[config.mk]
export PLATFORM = sky130hd
export DESIGN_NAME = uart_tx_ctrl_flat
export DESIGN_NICKNAME = d
export VERILOG_FILES = /design/src/rtl/uart_tx_ctrl_if.sv /design/src/rtl/uart_tx_ctrl.sv /design/src/flat_wrapper.sv
export SDC_FILE = /design/constraint.sdc
export NUM_CORES = 1
export LEC_CHECK = 0
export ABC_AREA = 1
export CAP_MARGIN = 20
export CORE_MARGIN = 1
export CORE_UTILIZATION = 40
export CTS_BUF_LIST = sky130_fd_sc_hd__clkbuf_2
export DETAILED_ROUTE_END_ITERATION = 6
export PLACE_DENSITY = 0.71
export SYNTH_ARGS = -nofsm -noshare
export SYNTH_HDL_FRONTEND = slang
export SYNTH_SLANG_ARGS = --single-unit
[constraint.sdc]
create_clock -name CLK -period 3.4 [get_ports CLK]
set_input_delay 0.34 -clock CLK [delete_from_list [all_inputs] [get_ports CLK]]
set_output_delay 0.34 -clock CLK [all_outputs]
set_load 0.02 [all_outputs]
[src/rtl/uart_tx_ctrl_if.sv]
// Handshake and serial-line bundle between a payload source and uart_tx_ctrl.
// master = payload source, slave = transmitter.
interface uart_tx_ctrl_if #(
   parameter int DATA_WIDTH = 8
);
   logic [DATA_WIDTH-1:0] P_DATA;
   logic                  Data_Valid;
   logic                  Parity_En;
   logic                  Parity_Type;
   logic                  Stop_Two;
   logic                  TX_OUT;
   logic                  busy;
   logic                  Data_Ack;

   modport master (
      output P_DATA, Data_Valid, Parity_En, Parity_Type, Stop_Two,
      input  TX_OUT, busy, Data_Ack
   );

   modport slave (
      input  P_DATA, Data_Valid, Parity_En, Parity_Type, Stop_Two,
      output TX_OUT, busy, Data_Ack
   );
endinterface

[src/rtl/uart_tx_ctrl.sv]
// UART transmitter: frame FSM, baud divider, serializer and parity generator in one block.
// Supports 5..9 data bits, optional even/odd parity, one or two stop bits and gapless back-to-back frames.
module uart_tx_ctrl #(
   parameter int DATA_WIDTH   = 8,
   parameter int CLKS_PER_BIT = 16
) (
   input  logic          CLK,
   input  logic          RST,
   uart_tx_ctrl_if.slave tx_bus
);
   localparam int BAUD_W = (CLKS_PER_BIT > 1) ? $clog2(CLKS_PER_BIT) : 1;
   localparam int BIT_W  = $clog2(DATA_WIDTH);
   localparam logic [BAUD_W-1:0] BAUD_MAX = BAUD_W'(CLKS_PER_BIT - 1);
   localparam logic [BIT_W-1:0]  BIT_MAX  = BIT_W'(DATA_WIDTH - 1);

   typedef enum logic [2:0] {
      IDLE   = 3'd0,
      START  = 3'd1,
      DATA   = 3'd2,
      PARITY = 3'd3,
      STOP   = 3'd4
   } state_t;

   state_t                state_r, state_s;
   logic [BAUD_W-1:0]     baud_r, baud_s;
   logic [BIT_W-1:0]      bit_r, bit_s;
   logic                  stop_cnt_r, stop_cnt_s;
   logic [DATA_WIDTH-1:0] shift_r, shift_s;
   logic                  par_en_r, par_bit_r, stop_two_r;
   logic                  tx_r, tx_s, busy_r, ack_r;
   logic                  capture_s, bit_end_s;

   function automatic logic parity_of(input logic [DATA_WIDTH-1:0] data, input logic odd);
      return (^data) ^ odd;
   endfunction

   assign bit_end_s = (baud_r == BAUD_MAX);

   // Next-state, counters and serializer shift; capture also allowed in the last stop cycle
   always_comb begin
      state_s    = state_r;
      baud_s     = bit_end_s ? {BAUD_W{1'b0}} : baud_r + 1'b1;
      bit_s      = bit_r;
      stop_cnt_s = stop_cnt_r;
      shift_s    = shift_r;
      capture_s  = 1'b0;
      case (state_r)
         IDLE: begin
            baud_s = {BAUD_W{1'b0}};
            if (tx_bus.Data_Valid) begin
               capture_s = 1'b1;
               state_s   = START;
               shift_s   = tx_bus.P_DATA;
            end else begin
               state_s = IDLE;
            end
         end
         START: begin
            if (bit_end_s) begin
               state_s = DATA;
               bit_s   = {BIT_W{1'b0}};
            end else begin
               state_s = START;
            end
         end
         DATA: begin
            if (bit_end_s) begin
               if (bit_r == BIT_MAX) begin
                  state_s    = par_en_r ? PARITY : STOP;
                  stop_cnt_s = 1'b0;
               end else begin
                  bit_s   = bit_r + 1'b1;
                  shift_s = {1'b0, shift_r[DATA_WIDTH-1:1]};
               end
            end else begin
               state_s = DATA;
            end
         end
         PARITY: begin
            if (bit_end_s) begin
               state_s    = STOP;
               stop_cnt_s = 1'b0;
            end else begin
               state_s = PARITY;
            end
         end
         STOP: begin
            if (bit_end_s) begin
               if (stop_cnt_r || !stop_two_r) begin
                  if (tx_bus.Data_Valid) begin
                     capture_s = 1'b1;
                     state_s   = START;
                     shift_s   = tx_bus.P_DATA;
                  end else begin
                     state_s = IDLE;
                  end
               end else begin
                  stop_cnt_s = 1'b1;
               end
            end else begin
               state_s = STOP;
            end
         end
         default: begin
            state_s    = IDLE;
            baud_s     = {BAUD_W{1'b0}};
            bit_s      = {BIT_W{1'b0}};
            stop_cnt_s = 1'b0;
         end
      endcase
   end

   // Line level is derived from the next state so TX_OUT can be registered without lag
   always_comb begin
      tx_s = 1'b1;
      case (state_s)
         START:   tx_s = 1'b0;
         DATA:    tx_s = shift_s[0];
         PARITY:  tx_s = par_bit_r;
         default: tx_s = 1'b1;
      endcase
   end

   // State, counters, shadow frame settings and registered outputs
   always_ff @(posedge CLK or posedge RST) begin
      if (RST) begin
         state_r    <= IDLE;
         baud_r     <= {BAUD_W{1'b0}};
         bit_r      <= {BIT_W{1'b0}};
         stop_cnt_r <= 1'b0;
         shift_r    <= {DATA_WIDTH{1'b0}};
         par_en_r   <= 1'b0;
         par_bit_r  <= 1'b0;
         stop_two_r <= 1'b0;
         tx_r       <= 1'b1;
         busy_r     <= 1'b0;
         ack_r      <= 1'b0;
      end else begin
         state_r    <= state_s;
         baud_r     <= baud_s;
         bit_r      <= bit_s;
         stop_cnt_r <= stop_cnt_s;
         shift_r    <= shift_s;
         tx_r       <= tx_s;
         busy_r     <= (state_s != IDLE);
         ack_r      <= capture_s;
         if (capture_s) begin
            par_en_r   <= tx_bus.Parity_En;
            par_bit_r  <= parity_of(tx_bus.P_DATA, tx_bus.Parity_Type);
            stop_two_r <= tx_bus.Stop_Two;
         end else begin
            par_en_r   <= par_en_r;
            par_bit_r  <= par_bit_r;
            stop_two_r <= stop_two_r;
         end
      end
   end

   assign tx_bus.TX_OUT   = tx_r;
   assign tx_bus.busy     = busy_r;
   assign tx_bus.Data_Ack = ack_r;
endmodule

[src/flat_wrapper.sv]
// flat-port wrapper written by rule: the top's interface ports become plain ports
module uart_tx_ctrl_flat 
#(
   parameter int DATA_WIDTH   = 8,
   parameter int CLKS_PER_BIT = 16
)
  (CLK, RST, tx_bus_P_DATA, tx_bus_Data_Valid, tx_bus_Parity_En, tx_bus_Parity_Type, tx_bus_Stop_Two, tx_bus_TX_OUT, tx_bus_busy, tx_bus_Data_Ack);
  uart_tx_ctrl_if #(.DATA_WIDTH(DATA_WIDTH)) tx_bus_i ();
  input  logic CLK;
  input  logic RST;
  input wire logic [$bits(tx_bus_i.P_DATA)-1:0] tx_bus_P_DATA;
  input wire logic [$bits(tx_bus_i.Data_Valid)-1:0] tx_bus_Data_Valid;
  input wire logic [$bits(tx_bus_i.Parity_En)-1:0] tx_bus_Parity_En;
  input wire logic [$bits(tx_bus_i.Parity_Type)-1:0] tx_bus_Parity_Type;
  input wire logic [$bits(tx_bus_i.Stop_Two)-1:0] tx_bus_Stop_Two;
  output wire logic [$bits(tx_bus_i.TX_OUT)-1:0] tx_bus_TX_OUT;
  output wire logic [$bits(tx_bus_i.busy)-1:0] tx_bus_busy;
  output wire logic [$bits(tx_bus_i.Data_Ack)-1:0] tx_bus_Data_Ack;
  assign tx_bus_i.P_DATA = tx_bus_P_DATA;
  assign tx_bus_i.Data_Valid = tx_bus_Data_Valid;
  assign tx_bus_i.Parity_En = tx_bus_Parity_En;
  assign tx_bus_i.Parity_Type = tx_bus_Parity_Type;
  assign tx_bus_i.Stop_Two = tx_bus_Stop_Two;
  assign tx_bus_TX_OUT = tx_bus_i.TX_OUT;
  assign tx_bus_busy = tx_bus_i.busy;
  assign tx_bus_Data_Ack = tx_bus_i.Data_Ack;
  uart_tx_ctrl #(.DATA_WIDTH(DATA_WIDTH), .CLKS_PER_BIT(CLKS_PER_BIT)) u_core (.CLK(CLK), .RST(RST), .tx_bus(tx_bus_i));
endmodule
## Yosys cells after proc, flatten, opt, wreduce, memory -nomap -nowiden

Index checks and enable logic that the tools add are counted.
W data, S select, Z words.

- Equality and inequality tests: 17
- Bitwise logic cells: 3
- $add $sub $neg: 2
- Muxes and demuxes: 32
- Reductions and logical operators: 12

Operator list:

| cell | count |
|---|---|
| $mux W8 | 5 |
| $mux W3 | 9 |
| $pmux W8 S3 | 1 |
| $pmux W3 S5 | 1 |
| $eq A3 B2 Y1 const B | 4 |
| $ne A2 B1 Y1 const B | 6 |
| $mux W1 | 9 |
| $pmux W3 S3 | 1 |
| $mux W4 | 2 |
| $reduce_xor A8 Y1 | 1 |
| $eq A3 B1 Y1 const B | 2 |
| $eq A3 B3 Y1 const B | 2 |
| $reduce_and A6 Y1 | 1 |
| $reduce_bool A3 Y1 | 2 |
| $reduce_and A5 Y1 | 1 |
| $add A4 B1 Y4 const B | 1 |
| $eq A4 B4 Y1 const B | 1 |
| $ne A2 B2 Y1 const B | 2 |
| $pmux W1 S4 | 1 |
| $reduce_and A4 Y1 | 1 |
| $reduce_or A4 Y1 | 1 |
| $add A3 B1 Y3 const B | 1 |
| $logic_not A3 Y1 | 1 |
| $pmux W1 S3 | 1 |
| 8 further kinds | 9 |

- Bits of input ports: 14
- Register bits after elaboration: 25
- Logic and storage cells: 78
- Output and inout port bits: 3

## Logic depth before layout (Yosys ltp)

- Word-level depth: 7
- Depth in mapped cells: 11
- Depth with buffers taken out: 11

## Worst setup path after synthesis

OpenSTA, ideal clock, no wires.

- Path kind: register -> register
- Start point: register u_core.baud_r[0]
- End point: register u_core.busy_r, in the netlist u_core.tx_bus.busy
- Data required time: 3276 ps
- Cell stages (with the launch flop): 9
- Library setup time: 124 ps
- Data arrival time: 1415 ps
- Path buffers: 0
- Period minus slack after synthesis: 1539 ps
- Slack: 1861 ps
- Cells stage by stage: dfrtp_1 ha_1 nand3_4 clkinv_2 nand3_1 nand2_1 nor2_2 nand4_1 or2_1

- Cells in the longest elaborated chain, start to end: 4
- Elaborated cells on any way between the ends: 7
- Classes of those cells: eq/ne (1); mux (5); reduce/logical (1)

Ends and longest elaborated chain:

| what | line | text |
|---|---|---|
| start: declaration | uart_tx_ctrl.sv:25 | `logic [BAUD_W-1:0] baud_r, baud_s;` |
| start signal: assignment | uart_tx_ctrl.sv:128 | `baud_r <= {BAUD_W{1'b0}};` |
| start signal: assignment | uart_tx_ctrl.sv:140 | `baud_r <= baud_s;` |
| $eq A4 B4 Y1 * | uart_tx_ctrl.sv:37 | `assign bit_end_s = (baud_r == BAUD_MAX);` |
| $mux W3 (tied with other cells) | uart_tx_ctrl.sv:88 | `if (bit_end_s) begin` |
| $pmux W3 S5 * | uart_tx_ctrl.sv:47 | `case (state_r)` |
| $reduce_bool A3 Y1 * | uart_tx_ctrl.sv:145 | `busy_r <= (state_s != IDLE);` |
| end signal: assignment | uart_tx_ctrl.sv:145 |  |
| end: declaration | uart_tx_ctrl.sv:30 | `logic tx_r, tx_s, busy_r, ack_r;` |

Mark *: on every way between the ends. The rest lies on a longest branch, timed or not.
A chain may end at the register's enable or synchronous reset.

## Worst setup path after layout

- Start point: register u_core.tx_r, in the netlist u_core.tx_bus.TX_OUT
- End point: output tx_bus_TX_OUT

RTL lines:

| what | line | text |
|---|---|---|
| start: declaration | uart_tx_ctrl.sv:30 |  |
| start signal: assignment | uart_tx_ctrl.sv:144 | `tx_r <= tx_s;` |
| end: declaration | flat_wrapper.sv:16 | `output wire logic [$bits(tx_bus_i.TX_OUT)-1:0] tx_bus_TX_OUT;` |

No word-level cell between the ends.

==> results.tsv <==
stage	metric	value	unit
floorplan	die_w	62.3	um
critical_path	required	3.06	ns
synthesis	ys.flop_type	dfrtp_1	
power_and_ir_drop	power_frac_clock	25.2	%
global_routing	grt-ovfl-total	0	
clock_tree	clk_pin_slew	0.22	ns
power_and_ir_drop	seq_power_share	65.0	%
synthesis	synthesis.area	0.00146	mm2
finish	area_delta_synth_final	16.6	%
clock_tree	cts.repair_timing.setup_buffer_count	0	
critical_path	cp_data_arrival_time	1.48	ns
route	drt_iter0_markers	53	
critical_path	crit_slowest_cell	clkdlybuf4s50_1	
power_and_ir_drop	p_int	0.353	mW
synthesis	synthArstFlopShare	100	%
synthesis	ys_types	30	
clock_tree	cts_buffers	3	
global_routing	gr-usage-all-layers	15.8	%
route	dr_total_vias	1211	
floorplan	fp.coreArea	0.00342	mm2
placement	place_congestion	0.875	
clock_tree	htree_levels	1	
global_routing	grt-busiest-layer	met2	
finish	num-fill-cells	336	
sta	tns	0	ns
route	ant_nets	0	
floorplan	fp-row-count	21	
floorplan	initial_core_util	42.6	%
finish	nNetsFinal	222	
clock_tree	cts_tree	done	
global_routing	grt_max_degree	26	
placement	dp_hpwl	2180	um
floorplan	die-area	0.00388	mm2
global_routing	gr-usage-met2	26.0	%
global_routing	grt_pass1_vias	1172	
critical_path	critPathKind	flop to output port	
sta	setup_ws	1.58	ns
placement	io_buffer_count	16	
critical_path	crit_chain	clkdlybuf4s50_1	
sta	hold_viol	0	
finish	regArea	627	um2
power_and_ir_drop	power.total	0.459	mW
sta	max_slew_margin	63.8	%
worst_hold_path	min-delay-path-class	primary input to asynchronous set/reset pin	
clock_tree	insertion_delay	0.33	ns
sta	finalCritPeriodShare	53.4	%
synthesis	ys_ff_latch	25	
finish	fin_util	49.7	%
job	cap_viol_max_count	0	
critical_path	crit_path_end_kind	output port	
power_and_ir_drop	p_leak	0.796	nW
critical_path	path_buf_inv	1	
route	first_pass_iters	4	
synthesis	ys_seq_area_share	43.1	%
power_and_ir_drop	switching_share	23.1	%
finish	multi_input_area	703	um2
clock_tree	cts_sinks	25	
finish	drive_gt1_share	12.3	%
power_and_ir_drop	p_comb_share	9.9	%
power_and_ir_drop	vdd_drop_max	97.2	uV
critical_path	slowest_delay	0.59	ns
sta	maxSlewViolCount	0	
route	drt_wl_total	2740	um
sta	rsz0062_at_grt	no	
floorplan	ioPinCount	17	
route	drc_errors	0	
critical_path	cp_max_fo	1	
sta	worst_pin_slew	0.543	ns
sta	setup_viol	0	
synthesis	syn_nets	201	
finish	n_antenna_cell	0	
global_routing	grt_pass1_wl	4950	um
power_and_ir_drop	p_sw	0.106	mW
synthesis	synth.avg_cell_area	7.91	um2
clock_tree	cts_root_buf	clkbuf_2	
sta	min_period	1.82	ns
clock_tree	postCtsHoldBufs	0	
synthesis	yosysWarnings	0	
sta	skew	0.00363	ns
power_and_ir_drop	p_per_area	270	mW/mm2
sta	fmax	551	MHz
clock_tree	cts_resized	0	
placement	pre_cts_ws	1.66	ns
critical_path	start_kind	flop	
critical_path	crit_family	buffers and inverters	
global_routing	use_met1	21.0	%
global_routing	met3_usage	1.29	%
global_routing	antenna_found_initial	0	
route	wire_per_inst	10.9	um
clock_tree	cts_max_path_buffers	2	
synthesis	synth_cells	184	
synthesis	synth_enable_flop_cells	0	
route	viasPerCell	4.84	
floorplan	die_y	62.3	um
run_status	status	finished clean	
Yosys cell counts (2+ instances only):
master    count  share of area, %
ha_1          3               2.6
nor2_1       21               5.4
o21ai_0      11               3.8
nand3_1      15               5.2
a21oi_1       7               2.4
o211ai_1      2               1.0
nand3b_1      2               1.0
nor2_2        4               1.7
o21ai_2       2               1.2
nand2_2       3               1.3
inv_1        26               6.7
xnor2_1       4               2.4
nand2_1      34               8.8
dfrtp_1      24                41
inv_2         3              0.77
xor2_1        3               1.8
nand3_2       3               2.1
nor3_1        5               1.7
layer usage:
metal | wire length [um] | part of all wire, %
met4 | 71 | 2.6
met3 | 62 | 2.3
met5 | 0 | 0
met2 | 1310 | 48
met1 | 1290 | 47
power by group through the flow:
stage                     registers (mW)  clock network [mW]  logic, mW
after floorplan                    0.303                   0     0.0212
after global placement             0.303                   0     0.0436
after detailed placement           0.303                   0     0.0441
after CTS                          0.298               0.123     0.0442
after global routing               0.298               0.135     0.0513
final                              0.298               0.115     0.0452
layout make-up:
class                           count  share of cell area [%]
Multi-Input combinational cell    128                    41.4
Timing Repair Buffer               17                    10.3
Sequential cell                    25                    36.9
Inverter                           30                    6.71
Tap cell                           46                    3.39
Clock buffer                        4                    1.18
registers in the layout (all words and copies together), names as in the netlist:
name                    cells
u_core.baud_r               4
u_core.bit_r                3
u_core.par_bit_r            1
u_core.par_en_r             1
u_core.shift_r              8
u_core.state_r              3
u_core.stop_cnt_r           1
u_core.stop_two_r           1
u_core.tx_bus.Data_Ack      1
u_core.tx_bus.TX_OUT        1
u_core.tx_bus.busy          1
path summary, 6_finish.rpt:
| kind | from | to | slack, ns | cells after the start |
|---|---|---|---|---|
| worst min register to register | u_core.baud_r[0] | u_core.baud_r[0] | 0.49 | 1 |
| worst max-delay path | u_core.tx_bus.TX_OUT | tx_bus_TX_OUT | 1.58 | 1 |
| worst max register to register | u_core.baud_r[0] | u_core.par_en_r | 1.64 | 6 |
| max in group asynchronous | RST | u_core.bit_r[0] | 2.63 | 3 |
| worst min-delay path | RST | u_core.stop_two_r | 0.30 | 2 |
| min in group CLK | u_core.baud_r[0] | u_core.baud_r[0] | 0.49 | 1 |
placed cells by master (no fill, tap or decap):
| master | instances |
|---|---|
| mux2_2 | 1 |
| o22ai_1 | 1 |
| o21ai_0 | 11 |
| o21ai_4 | 1 |
| nand3_1 | 15 |
| o21ai_2 | 2 |
| nand3_2 | 3 |
| a21oi_1 | 7 |
| xnor2_1 | 4 |
| inv_2 | 3 |
| clkinv_2 | 1 |
| xor2_1 | 3 |
| nand2_2 | 3 |
| buf_8 | 1 |
| o211ai_1 | 2 |
| a31oi_1 | 1 |
| o21a_1 | 1 |
| clkbuf_2 | 4 |
| dfrtp_1 | 24 |
| nand2_1 | 34 |
| nand4_1 | 1 |
| inv_1 | 26 |
| dfstp_2 | 1 |
| nor2_1 | 21 |
| or2_1 | 1 |
| nor2_2 | 4 |
| nand3_4 | 1 |
| nand3b_1 | 2 |
| clkdlybuf4s50_1 | 16 |
| ha_1 | 3 |
| nor3_1 | 5 |
| o2111ai_1 | 1 |
metrics by stage:
step,hold slack [ns],cells,area [um2]
floorplan,0.367,184,1460
global placement,0.453,245,1660
detailed placement,0.464,245,1660
CTS,0.488,249,1680
global route,0.307,250,1700
finish,0.302,250,1700
cells by family after synthesis:
logic type / Yosys count / synth area share, %
adder cells (fa/ha/maj): 3 / 2.58
multiplexers: 1 / 0.774
AND/OR/NAND/NOR: 90 / 29.2
AO/OA/AOI/OAI: 27 / 11.5
buffers and inverters: 31 / 8.60
flip-flops: 25 / 43.1
XOR/XNOR: 7 / 4.21
(Power assumes the default switching activity.)
